## src/rtl/jstk_input_conditioner.sv

```systemverilog
// PmodJSTK input conditioner: strobe sync/capture, dead-zone steering, stale watchdog, fire FSM.
// Define JSTK_AUTOFIRE_EN to let a held button re-fire after every cooldown.
module jstk_input_conditioner #(
  parameter logic [9:0] DEAD_LO        = 10'd400,
  parameter logic [9:0] DEAD_HI        = 10'd624,
  parameter int         COOLDOWN_TICKS = 8,
  parameter int         STALE_TICKS    = 16
) (
  input  logic        Clk,
  input  logic        Reset_n,
  input  logic        Sample_Strobe,
  input  logic [39:0] Jstk_Data,
  input  logic        Tick,
  output logic [9:0]  X_Pos,
  output logic [1:0]  Move_Dir,
  output logic        Fire_Pulse,
  output logic        Fire_Ready,
  output logic        Sample_Valid
);
  localparam int CW = (COOLDOWN_TICKS > 0) ? $clog2(COOLDOWN_TICKS + 1) : 1;
  localparam int SW = (STALE_TICKS > 0) ? $clog2(STALE_TICKS + 1) : 1;
  localparam logic [CW-1:0] CD_LOAD    = CW'(COOLDOWN_TICKS);
  localparam logic [SW-1:0] STALE_MAX  = SW'(STALE_TICKS);
  localparam logic [SW-1:0] STALE_LAST = SW'(STALE_TICKS - 1);

  typedef enum logic [1:0] {IDLE = 2'd0, ARMED = 2'd1, FIRE = 2'd2, COOLDOWN = 2'd3} state_t;

  state_t        state, state_nxt;
  logic [2:0]    strobe_pipe;
  logic          capture;
  logic          btn;
  logic          btn_new;
  logic [SW-1:0] stale_cnt;
  logic          stale_hit;
  logic [CW-1:0] cd_cnt;
  logic          unused_bits;

  assign unused_bits = ^{Jstk_Data[39:24], Jstk_Data[15:10], Jstk_Data[7:2], Jstk_Data[0]};

  // [1:0] is the synchronizer, [2] the edge-detect history
  always_ff @(posedge Clk or negedge Reset_n)
    if (!Reset_n) strobe_pipe <= '0;
    else          strobe_pipe <= {strobe_pipe[1:0], Sample_Strobe};

  assign capture   = strobe_pipe[1] & ~strobe_pipe[2];
  assign btn_new   = Jstk_Data[1];
  assign stale_hit = Tick & ~capture & (stale_cnt == STALE_LAST);

  always_ff @(posedge Clk or negedge Reset_n)
    if (!Reset_n) begin
      X_Pos        <= 10'd512;
      btn          <= 1'b0;
      Sample_Valid <= 1'b0;
      stale_cnt    <= '0;
    end else if (capture) begin
      X_Pos        <= {Jstk_Data[9:8], Jstk_Data[23:16]};
      btn          <= btn_new;
      Sample_Valid <= 1'b1;
      stale_cnt    <= '0;
    end else if (Tick && stale_cnt != STALE_MAX) begin
      stale_cnt <= stale_cnt + SW'(1);
      if (stale_hit) begin
        Sample_Valid <= 1'b0;
        btn          <= 1'b0;
      end
    end

  always_ff @(posedge Clk or negedge Reset_n)
    if (!Reset_n)                      Move_Dir <= 2'b00;
    else if (stale_hit || !Sample_Valid) Move_Dir <= 2'b00;
    else if (X_Pos < DEAD_LO)          Move_Dir <= 2'b01;
    else if (X_Pos > DEAD_HI)          Move_Dir <= 2'b10;
    else                               Move_Dir <= 2'b00;

  always_ff @(posedge Clk or negedge Reset_n)
    if (!Reset_n) state <= IDLE;
    else          state <= state_nxt;

  // Release back to ARMED is immediate once the count hits 0; an autofire
  // re-shot waits for one more Tick so the shot period is COOLDOWN_TICKS+1.
  always_comb begin
    state_nxt = state;
    case (state)
      IDLE:     if (!btn) state_nxt = ARMED;
      ARMED:    if (capture && !btn && btn_new) state_nxt = FIRE;
      FIRE:     state_nxt = COOLDOWN;
      COOLDOWN: if (cd_cnt == '0) begin
        if (!btn) state_nxt = ARMED;
`ifdef JSTK_AUTOFIRE_EN
        else if (Tick && Sample_Valid && !stale_hit) state_nxt = FIRE;
`else
        else state_nxt = IDLE;
`endif
      end
      default:  state_nxt = IDLE;
    endcase
  end

  always_ff @(posedge Clk or negedge Reset_n)
    if (!Reset_n)                                      cd_cnt <= '0;
    else if (state == FIRE)                            cd_cnt <= CD_LOAD;
    else if (state == COOLDOWN && Tick && cd_cnt != '0) cd_cnt <= cd_cnt - CW'(1);

  always_comb begin
    Fire_Pulse = 1'b0;
    Fire_Ready = 1'b0;
    case (state)
      FIRE:    Fire_Pulse = 1'b1;
      ARMED:   Fire_Ready = 1'b1;
      default: ;
    endcase
  end
endmodule

```

## config.mk

```make
export PLATFORM = sky130hd
export DESIGN_NAME = jstk_input_conditioner
export DESIGN_NICKNAME = d
export VERILOG_FILES = /design/src/rtl/jstk_input_conditioner.sv
export SDC_FILE = /design/constraint.sdc
export NUM_CORES = 1
export LEC_CHECK = 0
export BUFFER_PORTS_ARGS = -buffer_cell sky130_fd_sc_hd__buf_2
export CORE_MARGIN = 1.5
export CORE_UTILIZATION = 41
export DETAILED_ROUTE_END_ITERATION = 8
export GPL_ROUTABILITY_DRIVEN = 0
export PLACE_DENSITY = 0.81
export SETUP_SLACK_MARGIN = 0.02
export SYNTH_ARGS = -nofsm -noshare
export SYNTH_HDL_FRONTEND = slang
export SYNTH_SLANG_ARGS = --single-unit
```

## constraint.sdc

```tcl
create_clock -name Clk -period 2 [get_ports Clk]
set_clock_uncertainty 0.1 [all_clocks]
set_input_delay 0.5 -clock Clk [delete_from_list [all_inputs] [get_ports Clk]]
set_output_delay 0.5 -clock Clk [all_outputs]
set_load 0.02 [all_outputs]
```

==> results of run 1 <==
==> cell families (layout without fill, tap and decap cells) <==
group	count (synthesis)	count (layout)
mux	10	10
flops	28	28
fa+ha+maj	10	10
buf+inv	11	47
compound gates	15	15
xor+xnor	5	5
simple gates	30	30
==> area by class of cell <==
cell class | instances | area share
well taps | 44 | 0.0349
clock buffers | 4 | 0.0230
inverters | 9 | 0.0214
multi-input cells | 70 | 0.360
flip-flops and latches | 28 | 0.445
repair buffers | 34 | 0.116
==> where the power goes <==
part           internal [mW]  leakage (nW)  switching (mW)
sequential             0.701         0.334           0.122
clock                  0.111        0.0210           0.154
combinational          0.346         0.392           0.381
total                   1.16         0.747           0.657
==> flip-flops by register name, indices dropped and copies added (netlist names) <==
name	flops
cd_cnt	4
state	2
Sample_Valid	1
Move_Dir	2
X_Pos	10
stale_cnt	5
btn	1
strobe_pipe	3
==> Yosys cell counts, types with 2 or more instances <==
master and n:
sky130_fd_sc_hd__dfrtp_1 27, sky130_fd_sc_hd__ha_1 10, sky130_fd_sc_hd__nor2_1 10, sky130_fd_sc_hd__inv_1 9, sky130_fd_sc_hd__mux2_2 9, sky130_fd_sc_hd__nand2_1 6, sky130_fd_sc_hd__nor3_1 4, sky130_fd_sc_hd__a211oi_1 3
sky130_fd_sc_hd__o21ai_0 3, sky130_fd_sc_hd__xnor2_1 3, sky130_fd_sc_hd__clkbuf_1 2, sky130_fd_sc_hd__xor2_1 2
==> metrics by stage <==
stage / TNS, ns / hold WS (ns) / area, sq um
global placement: 0 / 0.235 / 1490
detailed placement: -0.0533 / 0.255 / 1490
floorplan: 0 / 0.104 / 1290
global route: 0 / 0.0816 / 1580
CTS: 0 / 0.0782 / 1540
finish: 0 / 0.0612 / 1580
==> per-layer routing <==
metal	track usage	vias up
met2	0.298	22
met3	0.0590	0
met1	0.166	481
met5	0	-
met4	0.0422	0
li1	-	452
==> worst max-delay path, stage by stage (launching register included) <==
cell and delay, ns:
sky130_fd_sc_hd__dfrtp_1 0.44, sky130_fd_sc_hd__inv_2 0.10, sky130_fd_sc_hd__ha_4 0.13, sky130_fd_sc_hd__or3b_4 0.38, sky130_fd_sc_hd__a222oi_1 0.30, sky130_fd_sc_hd__buf_4 0.17, sky130_fd_sc_hd__o21ai_1 0.06, sky130_fd_sc_hd__a22oi_1 0.16
==> worst paths after layout <==
check,from,end,slack (ns),cells past startpoint
hold / removal,Reset_n,state[1],0.06,1
setup reg to reg,cd_cnt[0],state[0],0.09,7
setup / recovery,cd_cnt[0],state[0],0.09,7
hold reg to reg,strobe_pipe[0],strobe_pipe[1],0.28,0
min in group Clk,Sample_Strobe,strobe_pipe[0],0.18,1
max in group asynchronous,Reset_n,strobe_pipe[1],1.34,1
==> timing repair <==
action,4_1_cts,5_1_grt
endpoints found under the setup margin,2,3
buffers inserted,1,3
resized for setup,1,6
pin swaps,1,3
hold endpoints to repair,0,0
==> results.toml, run 1 <==
[clock_network]
clkSlewWorstSetupHoldPaths_ns = 0.14
clock_sink_count = 28
cts.path.max_buffers = 2
insertion_delay_to_the_later_sink_of_the_worst_skew_pair_ns = 0.32
clk_root_buffer_cell = "sky130_fd_sc_hd__clkbuf_4"
tritoncts = "built"
cts_max_level = 1
cts_buffers = 3
hold_buffers = 0

[detailed_routing]
routed_via_density = 5.05
first_pass_iters = 4
met3RoutedLength_um = 107
detail_route.drc_violations = 0
met1_length_um = 994
met2RoutedLength_um = 1390
ant_nets = 0
drt-total-wl_um = 2490
top_signal_layer_used = "met3"
vias = 955
wl_per_cell_um = 13.2
drtIter0Drc = 74

[global_route]
grt_pass1_vias = 1031
grt_pass1_wl_um = 4270
grt_total_ovfl = 0
grt.total_usage = 0.159
grt_antenna_before_repair = 0
grt_start_max_net_pins = 29

[floorplan]
core_area_sq_mm = 0.00303
row_count = 20
die_x_um = 59.1
dieArea_sq_mm = 0.00350
start_util = 0.427
chipHeight_um = 59.1
io_pins = 59

[placement]
dpl.cell_count = 181
detailedPlacementHpwl_um = 1890
portBuffers = 29
dpl_worst_slack_ns = -0.0533

[synth]
synth_top_family_by_area = "simple AND/OR/NAND/NOR gates"
synth-seq-cells = 28
post-synth-top-area-cell = "sky130_fd_sc_hd__dfrtp_1"
synth_xor_area_frac = 0.0339
seq_area_frac_synth = 0.543
synthesis.area_sq_mm = 0.00129
syn-instance-count = 109
ys.flop_type = "sky130_fd_sc_hd__dfrtp_1"
synth_mux_area_frac = 0.0862
synth_simple_gate_area_share = 0.121
synth_area_leaders = "sky130_fd_sc_hd__dfrtp_1, sky130_fd_sc_hd__ha_1, sky130_fd_sc_hd__mux2_2, sky130_fd_sc_hd__nor2_1, sky130_fd_sc_hd__inv_1"
synthesized_area_fraction_occupied_by_ao_oa_aoi_and_oai_cells = 0.0871
synth_cell_types = 33
synth-async-reset-ratio = 1.00
synth_adder_area_share = 0.0968
yosys_warnings = 0
synth_top_area_share = 0.523
synth_edf_count = 0
post_synth.cell_area_avg_sq_um = 11.9
synth_nets = 163

[critical_path]
worst_setup_path_start_kind = "flop"
crit_path_end_kind = "flop"
crit_fanout = 3
cp.arrival_ns = 2.06
crit_type = "flop to flop"
worstPathRequired_ns = 2.15

[finish]
layout.area.seq_sq_um = 702
filler_cell_count = 251
post_route_cells_drive_above_1_share = 0.386
area_growth_pct = 22.0
most-common-layout-cells = "sky130_fd_sc_hd__buf_2, sky130_fd_sc_hd__dfrtp_1, sky130_fd_sc_hd__nor2_1"
multiInputGateArea_sq_um = 567
layout.nets = 200
layout.core_utilization = 0.521
antenna_cells = 0
final-instance-count-excl-fill = 189
final_common_cell = "sky130_fd_sc_hd__buf_2"

[timing]
min_period_ns = 1.91
final_period_utilization = 0.955
tightest_slew_ns = 0.603
rsz0062_at_grt = "no"
timing_max_transition_violations_final = 0
setup_violations = 0
hold_viol_final = 0
final.setup.worst_slack_ns = 0.0906
max_freq_mhz = 524
max_slew_headroom = 0.598

[power_and_ir_drop]
power_mw = 1.82
power.ir.vdd_worst_uv = 453
cellPowerDensity_mw_per_mm2 = 1150
p_leak_nw = 0.747

[flow_run]
maximum_capacitance_violations = 0

[outcome]
outcome = "completed"

[hold_path]
timing.hold.worst.class = "input pin to async pin"
No activity file was read; power rests on OpenSTA's default activity.
==> inputs of run 2 (changes only) <==
--- a/config.mk
+++ b/config.mk
@@ -7,10 +7,10 @@
 export LEC_CHECK = 0
 export BUFFER_PORTS_ARGS = -buffer_cell sky130_fd_sc_hd__buf_2
 export CORE_MARGIN = 1.5
-export CORE_UTILIZATION = 41
+export CORE_UTILIZATION = 45
 export DETAILED_ROUTE_END_ITERATION = 8
 export GPL_ROUTABILITY_DRIVEN = 0
-export PLACE_DENSITY = 0.81
+export PLACE_DENSITY = 0.84
 export SETUP_SLACK_MARGIN = 0.02
 export SYNTH_ARGS = -nofsm -noshare
 export SYNTH_HDL_FRONTEND = slang
==> constraint.sdc (replaced) <==
create_clock -name Clk -period 2.1 [get_ports Clk]
set_clock_uncertainty 0.1 [all_clocks]
set_input_delay 0.525 -clock Clk [delete_from_list [all_inputs] [get_ports Clk]]
set_output_delay 0.525 -clock Clk [all_outputs]
set_load 0.02 [all_outputs]
==> run 2 against run 1 <==
  * Final area is 2.4% lower
  * Critical path depth is 4 lower
  * Non-clock buffer count is 3 lower
  * Sequential share of layout area grew 1.1 points
  * Largest power group unchanged
  * Register-to-register slack better by 0.03 ns
  * Critical endpoint is now Fire_Pulse
  * Critical path type is now flop to output pin
==> results.toml, run 2 (synthesized netlist as in run 1, its figures left out) <==
[outcome]
outcome = "completed"

[detailed_routing]
wl_per_cell_um = 13.8
routed_via_density = 5.42
vias = 937
detail_route.drc_violations = 0
drtIter0Drc = 43
ant_nets = 0
drt-total-wl_um = 2380
first_pass_iters = 4

[flow_run]
maximum_capacitance_violations = 0

[global_route]
grt_start_max_net_pins = 29
grt_pass1_vias = 989
grt_total_ovfl = 0
grt_antenna_before_repair = 0
grt_pass1_wl_um = 4210
grt.total_usage = 0.168

[timing]
min_period_ns = 1.99
finalSetupTns_ns = 0
setup_violations = 0
hold_viol_final = 0
max_slew_headroom = 0.600
final_period_utilization = 0.947
max_freq_mhz = 503
timing_max_transition_violations_final = 0
rsz0062_at_grt = "yes"
tightest_slew_ns = 0.600

[floorplan]
die_x_um = 56.6
row_count = 19
chipHeight_um = 56.6
start_util = 0.473
dieArea_sq_mm = 0.00320
core_area_sq_mm = 0.00273
io_pins = 59

[finish]
layout.nets = 197
largest_register = "X_Pos"
antenna_cells = 0
final_common_cell = "sky130_fd_sc_hd__buf_2"
most-common-layout-cells = "sky130_fd_sc_hd__buf_2, sky130_fd_sc_hd__dfrtp_1, sky130_fd_sc_hd__nor2_1"
area_growth_pct = 19.1
largest_reg_flops = 10
post_route_cells_drive_above_1_share = 0.338
largestRegisters = "X_Pos x10, stale_cnt x5, cd_cnt x4"

[power_and_ir_drop]
cellPowerDensity_mw_per_mm2 = 1150
power_mw = 1.76
p_leak_nw = 0.741
power.ir.vdd_worst_uv = 890

[critical_path]
startpoint = "state[0]"
worstPathRequired_ns = 1.47
worst_r2r_startpoint = "cd_cnt[0]"
crit_fanout = 5
timing.rr.end = "state[0]"
timing.reg2reg.worst_path_depth = 7
cp.arrival_ns = 1.36
r2r_setup_slack_ns = 0.12
worst_setup_path_start_kind = "flop"
critical_path.endpoint = "Fire_Pulse"
crit_type = "flop to output pin"
crit_path_end_kind = "output pin"

[clock_network]
insertion_delay_to_the_later_sink_of_the_worst_skew_pair_ns = 0.33
cts_buffers = 3
cts.path.max_buffers = 2
clkSlewWorstSetupHoldPaths_ns = 0.15
tritoncts = "built"
clock_sink_count = 28
hold_buffers = 0
cts_max_level = 1
clk_root_buffer_cell = "sky130_fd_sc_hd__clkbuf_4"

[hold_path]
timing.hold.worst.class = "input pin to async pin"

[placement]
detailedPlacementHpwl_um = 1780
portBuffers = 29
run 2: cell count changes in the layout (fill, tap and decap cells not counted), sizes merged:
| cell | before | now |
|---|---|---|
| buf | 34 | 31 |
| bufinv | 0 | 1 |
| clkbuf | 4 | 3 |
run 2: stage by stage:
stage / instances / instance area (sq um) / hold WS (ns) / worst slack, ns / utilization
after floorplan: 109 / 1290 / 0.129 / 0.275 / -
after global placement: 168 / 1480 / 0.235 / 0.177 / 0.540
after detailed placement: 168 / 1480 / 0.241 / 0.0285 / 0.540
after CTS: 172 / 1530 / 0.0949 / 0.0261 / 0.559
after global routing: 173 / 1540 / 0.106 / 0.0135 / 0.563
final: 173 / 1540 / 0.0693 / 0.111 / 0.563
run 2: power by group:
part / internal [mW] / switching (mW) / total, mW
logic: 0.281 / 0.347 / 0.628
registers: 0.668 / 0.113 / 0.781
clock network: 0.193 / 0.162 / 0.355
run 2: worst min-delay path by stage:
| stage | cells past startpoint | slack (ns) | end | from |
|---|---|---|---|---|
| 4_1_cts | 1 | 0.09 | state[1] | Reset_n |
| 6_report | 1 | 0.07 | cd_cnt[2] | Reset_n |
| 2_1_floorplan | 0 | 0.13 | Move_Dir[0] | Reset_n |
| 3_3_place_gp | 0 | 0.24 | strobe_pipe[1] | strobe_pipe[0] |
| 3_5_place_dp | 0 | 0.24 | strobe_pipe[1] | strobe_pipe[0] |
| 5_1_grt | 1 | 0.11 | cd_cnt[2] | Reset_n |
run 2: final cells by class:
type                       count  area, sq um
clock buffer                   3         22.5
clock inverter                 1         30.0
fill                         227         1190
inverter                       9         33.8
multi-input combinational     70          552
sequential                    28          702
tap                           31         38.8
timing repair buffer          31          160
run 2: worst max-delay path, stage by stage, from the launching register on:
cell and delay (ns):
sky130_fd_sc_hd__dfrtp_1 0.43, sky130_fd_sc_hd__inv_1 0.17, sky130_fd_sc_hd__ha_2 0.26, sky130_fd_sc_hd__buf_2 0.18
run 2: what timing repair did:
item | 4_1_cts | 5_1_grt
resized for setup | 0 | 1
buffers inserted | 0 | 1
pin swaps | 1 | 1
setup endpoints to repair | 1 | 3
run 2: metal layers:
layer / part of all wire / global-route usage / vias up
met3: 0.080 / 0.0668 / 2
met2: 0.50 / 0.292 / 36
li1: - / - / 450
met5: 0 / 0 / -
met4: 0.0059 / 0.0476 / 0
met1: 0.41 / 0.188 / 449
==> inputs of run 3 (changes only) <==
--- a/config.mk
+++ b/config.mk
@@ -6,11 +6,11 @@
 export NUM_CORES = 1
 export LEC_CHECK = 0
 export BUFFER_PORTS_ARGS = -buffer_cell sky130_fd_sc_hd__buf_2
-export CORE_MARGIN = 1.5
-export CORE_UTILIZATION = 45
+export CORE_MARGIN = 2
+export CORE_UTILIZATION = 40
 export DETAILED_ROUTE_END_ITERATION = 8
 export GPL_ROUTABILITY_DRIVEN = 0
-export PLACE_DENSITY = 0.84
+export PLACE_DENSITY = 0.77
 export SETUP_SLACK_MARGIN = 0.02
 export SYNTH_ARGS = -nofsm -noshare
 export SYNTH_HDL_FRONTEND = slang
==> run 3 against run 2 <==
  * Utilization decreased by 6.2 points
  * Largest cell class unchanged
  * Critical path depth is the same
  * Setup slack better by 0.022 ns
  * Critical path type unchanged
  * Combinational power decreased by 1%
  * Global-route usage decreased by 1.7 points
  * Flip-flop and latch count unchanged
  * Final cell count is 7.5% higher
  * Power fell by 8.5%
  * Count of clock-buffer cells in the layout up 1
  * Fmax up 1.1%
  * Highest routed layer unchanged
  * Non-clock buffer count is the same
==> results.toml, run 3 (synthesized netlist as in run 1, its figures left out) <==
[outcome]
outcome = "completed"

[timing]
final_period_utilization = 0.937
finalHoldWorstSlack_ns = 0.0841
tightest_slew_ns = 0.612
final.setup.worst_slack_ns = 0.133
max_slew_headroom = 0.592
setup_violations = 0
max_freq_mhz = 508
min_period_ns = 1.97
timing_max_transition_violations_final = 0
rsz0062_at_grt = "no"
finalSetupTns_ns = 0
hold_viol_final = 0

[detailed_routing]
wl_per_cell_um = 12.4
detail_route.drc_violations = 0
ant_nets = 0
drt-total-wl_um = 2310
first_pass_iters = 4
routed_via_density = 4.85
met2RoutedLength_um = 1210
top_signal_layer_used = "met4"
drtIter0Drc = 49
met1_length_um = 1000
met3RoutedLength_um = 74
vias = 903

[finish]
most-common-layout-cells = "sky130_fd_sc_hd__buf_2, sky130_fd_sc_hd__dfrtp_1, sky130_fd_sc_hd__nor2_1"
final-instance-count-excl-fill = 186
post_route_cells_drive_above_1_share = 0.331
largest_reg_flops = 10
area_growth_pct = 18.3
layout.nets = 197
final_common_cell = "sky130_fd_sc_hd__buf_2"
filler_cell_count = 291
largestRegisters = "X_Pos x10, stale_cnt x5, cd_cnt x4"
antenna_cells = 0
largest_register = "X_Pos"

[placement]
dpl_worst_slack_ns = 0.0675
dpl.cell_count = 181
detailedPlacementHpwl_um = 1770
portBuffers = 29

[floorplan]
io_pins = 59
core_area_sq_mm = 0.00305
row_count = 20
die_x_um = 60.8
dieArea_sq_mm = 0.00370
chipHeight_um = 60.8
start_util = 0.423

[flow_run]
maximum_capacitance_violations = 0

[clock_network]
cts_max_level = 1
cts.path.max_buffers = 2
clkSlewWorstSetupHoldPaths_ns = 0.15
insertion_delay_to_the_later_sink_of_the_worst_skew_pair_ns = 0.32
cts_buffers = 3
clock_sink_count = 28
clk_root_buffer_cell = "sky130_fd_sc_hd__clkbuf_4"
tritoncts = "built"

[critical_path]
cp.arrival_ns = 1.34
crit_path_end_kind = "output pin"
worst_setup_path_start_kind = "flop"
worstPathRequired_ns = 1.47
path_cells = "inv_1 -> ha_2 -> buf_2"
critical_path.slowest_cell = "sky130_fd_sc_hd__dfrtp_1"
crit_fanout = 5
slowest_delay_ns = 0.43
crit_type = "flop to output pin"

[hold_path]
timing.hold.worst.class = "input pin to async pin"

[power_and_ir_drop]
netSwitchingFraction = 0.367
pwr-share-comb = 0.384
p_leak_nw = 0.728
p_int_mw = 1.02
power_mw = 1.62
p_clk_frac = 0.137
power_frac_seq = 0.479
power.switching_mw = 0.593
power.ir.vdd_worst_uv = 433
cellPowerDensity_mw_per_mm2 = 1060

[global_route]
grt_total_ovfl = 0
grt_antenna_before_repair = 0
grt_pass1_wl_um = 4170
grt_start_max_net_pins = 29
grt_pass1_vias = 978
grt.total_usage = 0.150
## run 3: power by group through the flow
stage	Combinational [mW]	Sequential (mW)	Clock [mW]
floorplan	0.399	0.809	0
global placement	0.559	0.776	0
detailed placement	0.596	0.788	0
CTS	0.599	0.777	0.235
global route	0.712	0.800	0.255
finish	0.620	0.774	0.221
## run 3: final timing paths
| path | from | end | slack (ns) | cells after the start |
|---|---|---|---|---|
| worst max-delay path | state[0] | Fire_Pulse | 0.13 | 3 |
| worst min-delay path | Reset_n | X_Pos[1] | 0.08 | 1 |
| worst max register to register | cd_cnt[0] | state[0] | 0.18 | 7 |
| worst min register to register | strobe_pipe[0] | strobe_pipe[1] | 0.27 | 0 |
| max in group asynchronous | Reset_n | strobe_pipe[0] | 1.40 | 1 |
| min in group Clk | Sample_Strobe | strobe_pipe[0] | 0.21 | 1 |
## run 3: cell type report
| type | count | area [sq um] | area share |
|---|---|---|---|
| Tap cell | 44 | 55.1 | 0.0360 |
| Clock buffer | 4 | 26.3 | 0.0172 |
| Timing Repair Buffer | 31 | 160 | 0.105 |
| Multi-Input combinational cell | 70 | 552 | 0.361 |
| Sequential cell | 28 | 702 | 0.459 |
| Inverter | 9 | 33.8 | 0.0221 |
## run 3: per-stage QoR
stage | cell area (sq um) | utilization
floorplan | 1290 | -
global placement | 1490 | 0.489
detailed placement | 1490 | 0.489
CTS | 1520 | 0.498
global route | 1530 | 0.501
finish | 1530 | 0.501
## run 3: worst max-delay path: cells and delay by family, from the launching register on
family,cells,cell delay (ns)
buf+inv,2,0.33
flops,1,0.43
fa+ha+maj,1,0.26
## run 3: timing repair
item	4_1_cts	5_1_grt
setup endpoints to repair	0	3
setup buffers	0	1
hold buffers	0	0
resized for setup	0	1
endpoints found under the hold margin	0	0
## run 3: metal layers
layer | GRT usage | vias to the layer above
met5 | 0 | -
met4 | 0.0466 | 0
met3 | 0.0362 | 2
met2 | 0.272 | 13
met1 | 0.175 | 436
li1 | - | 452
